**config.mk**
```make
export PLATFORM = sky130hd
export DESIGN_NAME = serializador_fila
export DESIGN_NICKNAME = d
export VERILOG_FILES = /design/src/rtl/serializador_fila.sv
export SDC_FILE = /design/constraint.sdc
export NUM_CORES = 1
export LEC_CHECK = 0
export CORE_MARGIN = 2
export CORE_UTILIZATION = 35
export CTS_BUF_LIST = sky130_fd_sc_hd__clkbuf_8
export CTS_CLUSTER_SIZE = 8
export DETAILED_ROUTE_END_ITERATION = 10
export SLEW_MARGIN = 30
export SYNTH_ARGS = -nofsm -noshare
export SYNTH_HDL_FRONTEND = slang
export SYNTH_SLANG_ARGS = --single-unit
```
**constraint.sdc**
```tcl
create_clock -name clk_10KHz -period 3.2 [get_ports clk_10KHz]
set_input_delay 0.32 -clock clk_10KHz [delete_from_list [all_inputs] [get_ports clk_10KHz]]
set_output_delay 0.32 -clock clk_10KHz [all_outputs]
set_load 0.005 [all_outputs]
```
**src/rtl/serializador_fila.sv**
```systemverilog
`timescale 1us/1ns
// -----------------------------------------------------------------------------
// serializador_fila
//
// Read side of the `fila` byte queue. While enabled and the queue reports a
// non-zero occupancy, pops one byte, then shifts it out MSB-first on a one-bit
// valid/ready serial port. After each byte a short gap lets the queue's
// occupancy settle before the next pop decision. At most one pop is ever
// outstanding.
//
// Ports
//   clk_10KHz     in   system clock, rising edge
//   reset         in   asynchronous reset, active low
//   enable_in     in   allow new pops (sampled only while idle)
//   data_in       in   queue data_out
//   len_in        in   queue occupancy (len_out)
//   dequeue_out   out  one-cycle pop pulse to queue dequeue_in
//   ready_in      in   downstream accepts the current bit this cycle
//   serial_out    out  current bit, MSB first (0 when not valid)
//   serial_valid  out  serial_out holds a valid bit
//   byte_done     out  one-cycle pulse after the last bit is accepted
//   busy          out  not idle
//   sent_count    out  bytes fully transmitted, wraps 255 -> 0
// -----------------------------------------------------------------------------
module serializador_fila #(
  parameter int unsigned DATA_WIDTH = 8,
  parameter int unsigned GAP_CYCLES = 1
) (
  input  logic                  clk_10KHz,
  input  logic                  reset,
  input  logic                  enable_in,
  input  logic [DATA_WIDTH-1:0] data_in,
  input  logic [7:0]            len_in,
  output logic                  dequeue_out,
  input  logic                  ready_in,
  output logic                  serial_out,
  output logic                  serial_valid,
  output logic                  byte_done,
  output logic                  busy,
  output logic [7:0]            sent_count
);

  localparam int unsigned CNT_W = (DATA_WIDTH > 1) ? $clog2(DATA_WIDTH) : 1;
  localparam int unsigned GAP_W = (GAP_CYCLES > 1) ? $clog2(GAP_CYCLES) : 1;
  localparam logic [CNT_W-1:0] LAST_BIT = CNT_W'(DATA_WIDTH - 1);
  localparam logic [GAP_W-1:0] GAP_LAST = GAP_W'(GAP_CYCLES - 1);

  typedef enum logic [2:0] {
    IDLE,
    DEQ,
    LOAD,
    SHIFT,
    GAP
  } state_e;

  state_e                state_q,      state_d;
  logic [DATA_WIDTH-1:0] shift_q,      shift_d;
  logic [CNT_W-1:0]      bit_cnt_q,    bit_cnt_d;
  logic [GAP_W-1:0]      gap_cnt_q,    gap_cnt_d;
  logic                  byte_done_q,  byte_done_d;
  logic [7:0]            sent_count_q, sent_count_d;

  // NOTE: every register, including the shift register, is cleared by reset so
  // a byte interrupted mid-flight leaves no residue on serial_out afterwards.
  always_ff @(posedge clk_10KHz or negedge reset) begin
    if (!reset) begin
      state_q      <= IDLE;
      shift_q      <= '0;
      bit_cnt_q    <= '0;
      gap_cnt_q    <= '0;
      byte_done_q  <= 1'b0;
      sent_count_q <= '0;
    end else begin
      // NOTE: non-blocking assignments so every register samples the values
      // from before this edge, independent of statement order.
      state_q      <= state_d;
      shift_q      <= shift_d;
      bit_cnt_q    <= bit_cnt_d;
      gap_cnt_q    <= gap_cnt_d;
      byte_done_q  <= byte_done_d;
      sent_count_q <= sent_count_d;
    end
  end

  always_comb begin
    // NOTE: hold-by-default for every next-state signal; a branch that forgets
    // one would otherwise infer a latch.
    state_d      = state_q;
    shift_d      = shift_q;
    bit_cnt_d    = bit_cnt_q;
    gap_cnt_d    = gap_cnt_q;
    byte_done_d  = 1'b0;
    sent_count_d = sent_count_q;

    unique case (state_q)
      IDLE: begin
        // Only place enable_in and len_in are looked at.
        if (enable_in && (len_in != 8'd0)) begin
          state_d = DEQ;
        end
      end
      DEQ: begin
        // The queue presents the popped byte on the edge that ends DEQ.
        state_d = LOAD;
      end
      LOAD: begin
        shift_d   = data_in;
        bit_cnt_d = LAST_BIT;
        state_d   = SHIFT;
      end
      SHIFT: begin
        if (ready_in) begin
          shift_d = shift_q << 1;
          if (bit_cnt_q == '0) begin
            state_d      = GAP;
            gap_cnt_d    = GAP_LAST;
            sent_count_d = sent_count_q + 8'd1;
            byte_done_d  = 1'b1;
          end else begin
            bit_cnt_d = bit_cnt_q - 1'b1;
          end
        end
      end
      GAP: begin
        if (gap_cnt_q == '0) begin
          state_d = IDLE;
        end else begin
          gap_cnt_d = gap_cnt_q - 1'b1;
        end
      end
      default: state_d = IDLE;
    endcase
  end

  // Outputs are state decodes or registers only; ready_in never reaches them
  // combinationally.
  assign dequeue_out  = (state_q == DEQ);
  assign serial_valid = (state_q == SHIFT);
  assign serial_out   = serial_valid & shift_q[DATA_WIDTH-1];
  assign busy         = (state_q != IDLE);
  assign byte_done    = byte_done_q;
  assign sent_count   = sent_count_q;

endmodule

```
==> qor.csv <==
metric;value;unit
grt_pass1_vias;866;
startpoint_type;flop;
fillCellCount;345;
cts_sinks;23;
rsz0062_at_grt;false;
reg2reg_depth;4;
cts_root_buf;clkbuf_8;
synthDominantCellAreaShare;0.464;
synth_nets;128;
synth-adder-area-share;0.0302;
async_reset_ff_frac;1.00;
critical_path_class;reg2out;
routed_wl;2.35;mm
final_hold_viol_count;0;
cp_cell_sequence;nand3b_1 > nor2_1 > clkdlybuf4s50_1;
worstPathMaxFanout;11;
p_int;881;uW
synth-main-ff-cell;dfrtp_1;
antenna_found_initial;0;
drt_iter0_drc;35;
rows;21;
antenna_cells;0;
cp_data_arrival_time;1870;ps
fin_tns_setup;0;ps
slew-limit-headroom;0.661;
place_inst;180;
dr.pass1.iters;4;
synth_top_family_by_area;multiplexers;
r2r_end;sent_count[1];
dieHeight;63.6;um
synth.avg_cell_area;11.8;sq um
vias;878;
cts_resized;0;
p_comb_frac;0.510;
yosysWarnings;0;
synth_largest_area_cell;dfrtp_1;
synth-edff-count;0;
worstPathRequired;2880;ps
viasPerCell;4.77;
tightest_slew;508;ps
switching_share;0.338;
post_cts_buffers;0;
layout-drive-gt1-share;0.181;
synthTopCellsByArea;dfrtp_1, mux2_4, xor2_1, ha_1, nor4_2;
final_nets;162;
grt_usage;0.122;
seqPwrFrac;0.357;
fin_skew;1.50;ps
postRouteAntennaNets;0;
cts_buffer_depth;2;
yosysSeqAreaShare;0.464;
run_status;finished clean;
holdCritPathClass;in2async;
cts_max_level;1;
grt_max_degree;24;
max-vdd-ir-drop;0.293;mV
critPathSlowestCell;dfrtp_1;
p_clk_frac;0.132;
cap_violations;0;
start_util;0.369;
endpoint_kind;output port;
dieArea;4040;sq um
synthMuxAreaShare;0.170;
stdcell_count;184;
finalCriticalPeriod;2190;ps
synth_xor_area_frac;0.0494;
synthSimpleGateAreaFrac;0.169;
p_leak;0.762;nW
synth_cells;105;
finalSetupViolations;0;
drc;0;
cts_tree;built;
grt_pass1_wl;3.88;mm
overflow;0;
synth.distinct_cells;33;
syn2layout_area_growth;32.4;%
min_period_over_period;0.684;
cts_buffers;3;
drv_slew;0;
max_stage_delay;550;ps
io_pins;33;
p_per_area;809;nW/um^2
ys_ff_latch;23;
crit-reg2reg-launch;state_q[0];
fmax;457;MHz
synth_compound_area_frac;0.0726;
core-area;3360;sq um
port_buffers;32;
die_x;63.6;um
cts.clk_slew.worst_paths;80;ps
p_sw;449;uW
cts_hold_buf;0;
globalplace.congestion;0.806;
syn-cell-area;1240;sq um
rrSetupSlack;1270;ps
hpwl;1.73;mm
wl_per_cell;12.7;um
clk_latency;260;ps
## metal layers
layer  part of all wire  wire length, um  track usage  vias to the layer above
met5                  0                0            0                        -
met4              0.012               27       0.0571                        0
met3              0.052              121       0.0304                        2
met2               0.48             1120        0.195                       25
met1               0.46             1080        0.155                      417
li1                   -                -            -                      434
## how the worst max path moves through the flow
stage	startpoint	slack, ps	depth (start not counted)	to
final	state_q[0]	1010	3	serial_out
after global routing	state_q[0]	890	3	serial_out
after CTS	state_q[0]	990	3	serial_out
after detailed placement	ready_in	1260	4	sent_count[1]
after global placement	ready_in	1310	4	sent_count[1]
after floorplan	bit_cnt_q[0]	1690	5	sent_count[1]
## power by group through the flow
stage / Sequential, mW / Clock [mW] / Combinational [mW]
2_1_floorplan: 0.448 / 0 / 0.531
3_3_place_gp: 0.477 / 0 / 0.663
3_5_place_dp: 0.481 / 0 / 0.683
4_1_cts: 0.475 / 0.187 / 0.688
5_1_grt: 0.490 / 0.201 / 0.734
6_report: 0.475 / 0.176 / 0.679
## logic make-up after synthesis
group,Yosys count
AOI/OAI and AO/OA,11
xor gates and xnor gates,7
adders and majority gates,3
buffers and inverters,12
DFF,23
muxes,15
and+or+nand+nor,34
## cell type report
type / instances / area (sq um) / area share
timing repair buffer: 33 / 323 / 0.196
clock buffer: 3 / 41.3 / 0.0251
inverter: 8 / 30.0 / 0.0183
sequential: 23 / 576 / 0.350
tap: 46 / 57.6 / 0.0350
multi-input combinational: 70 / 611 / 0.372
clock inverter: 1 / 5.00 / 0.00305
## cells in the mapped netlist (2+ instances only)
| library cell | number |
|---|---|
| ha_1 | 3 |
| xor2_1 | 7 |
| nand2_1 | 6 |
| nand3_1 | 4 |
| dfrtp_1 | 23 |
| o21ai_0 | 3 |
| nor4_2 | 3 |
| nand3b_1 | 3 |
| mux2_4 | 12 |
| mux2i_1 | 2 |
| or4_1 | 2 |
| inv_1 | 8 |
| nor2_1 | 5 |
| nor3_1 | 5 |
## flip-flops by register name, indices dropped and copies added, names as in the netlist
register    cells
sent_count      8
byte_done       1
state_q         3
shift_q         8
bit_cnt_q       3
## through the flow
stage	hold slack, ps	area (sq um)	setup slack, ps	util	total power, mW
finish	21.5	1640	1010	0.488	1.33
global route	65.2	1640	888	0.488	1.43
CTS	42.6	1640	993	0.488	1.35
detailed placement	335	1600	1260	0.475	1.16
global placement	457	1600	1310	0.476	1.14
floorplan	24.4	1240	1690	-	0.979
## cells in the final DEF (no fill, tap or decap), types with 3 or more instances in the layout
cell / count
o21ai_0: 3
nor4_2: 3
xor2_1: 7
ha_1: 3
mux2_4: 12
nand3_1: 4
clkdlybuf4s50_1: 31
inv_1: 8
nor2_1: 5
clkbuf_8: 3
dfrtp_1: 23
nor3_1: 5
nand3b_1: 3
nand2_1: 6
## worst max-delay path, delay by kind of cell, from the launching register on
| family | cells | cell delay [ps] |
|---|---|---|
| and+or+nand+nor | 2 | 540 |
| buffers and inverters | 1 | 520 |
| DFF | 1 | 550 |
Note: power is estimated with default switching activity, not from simulation.
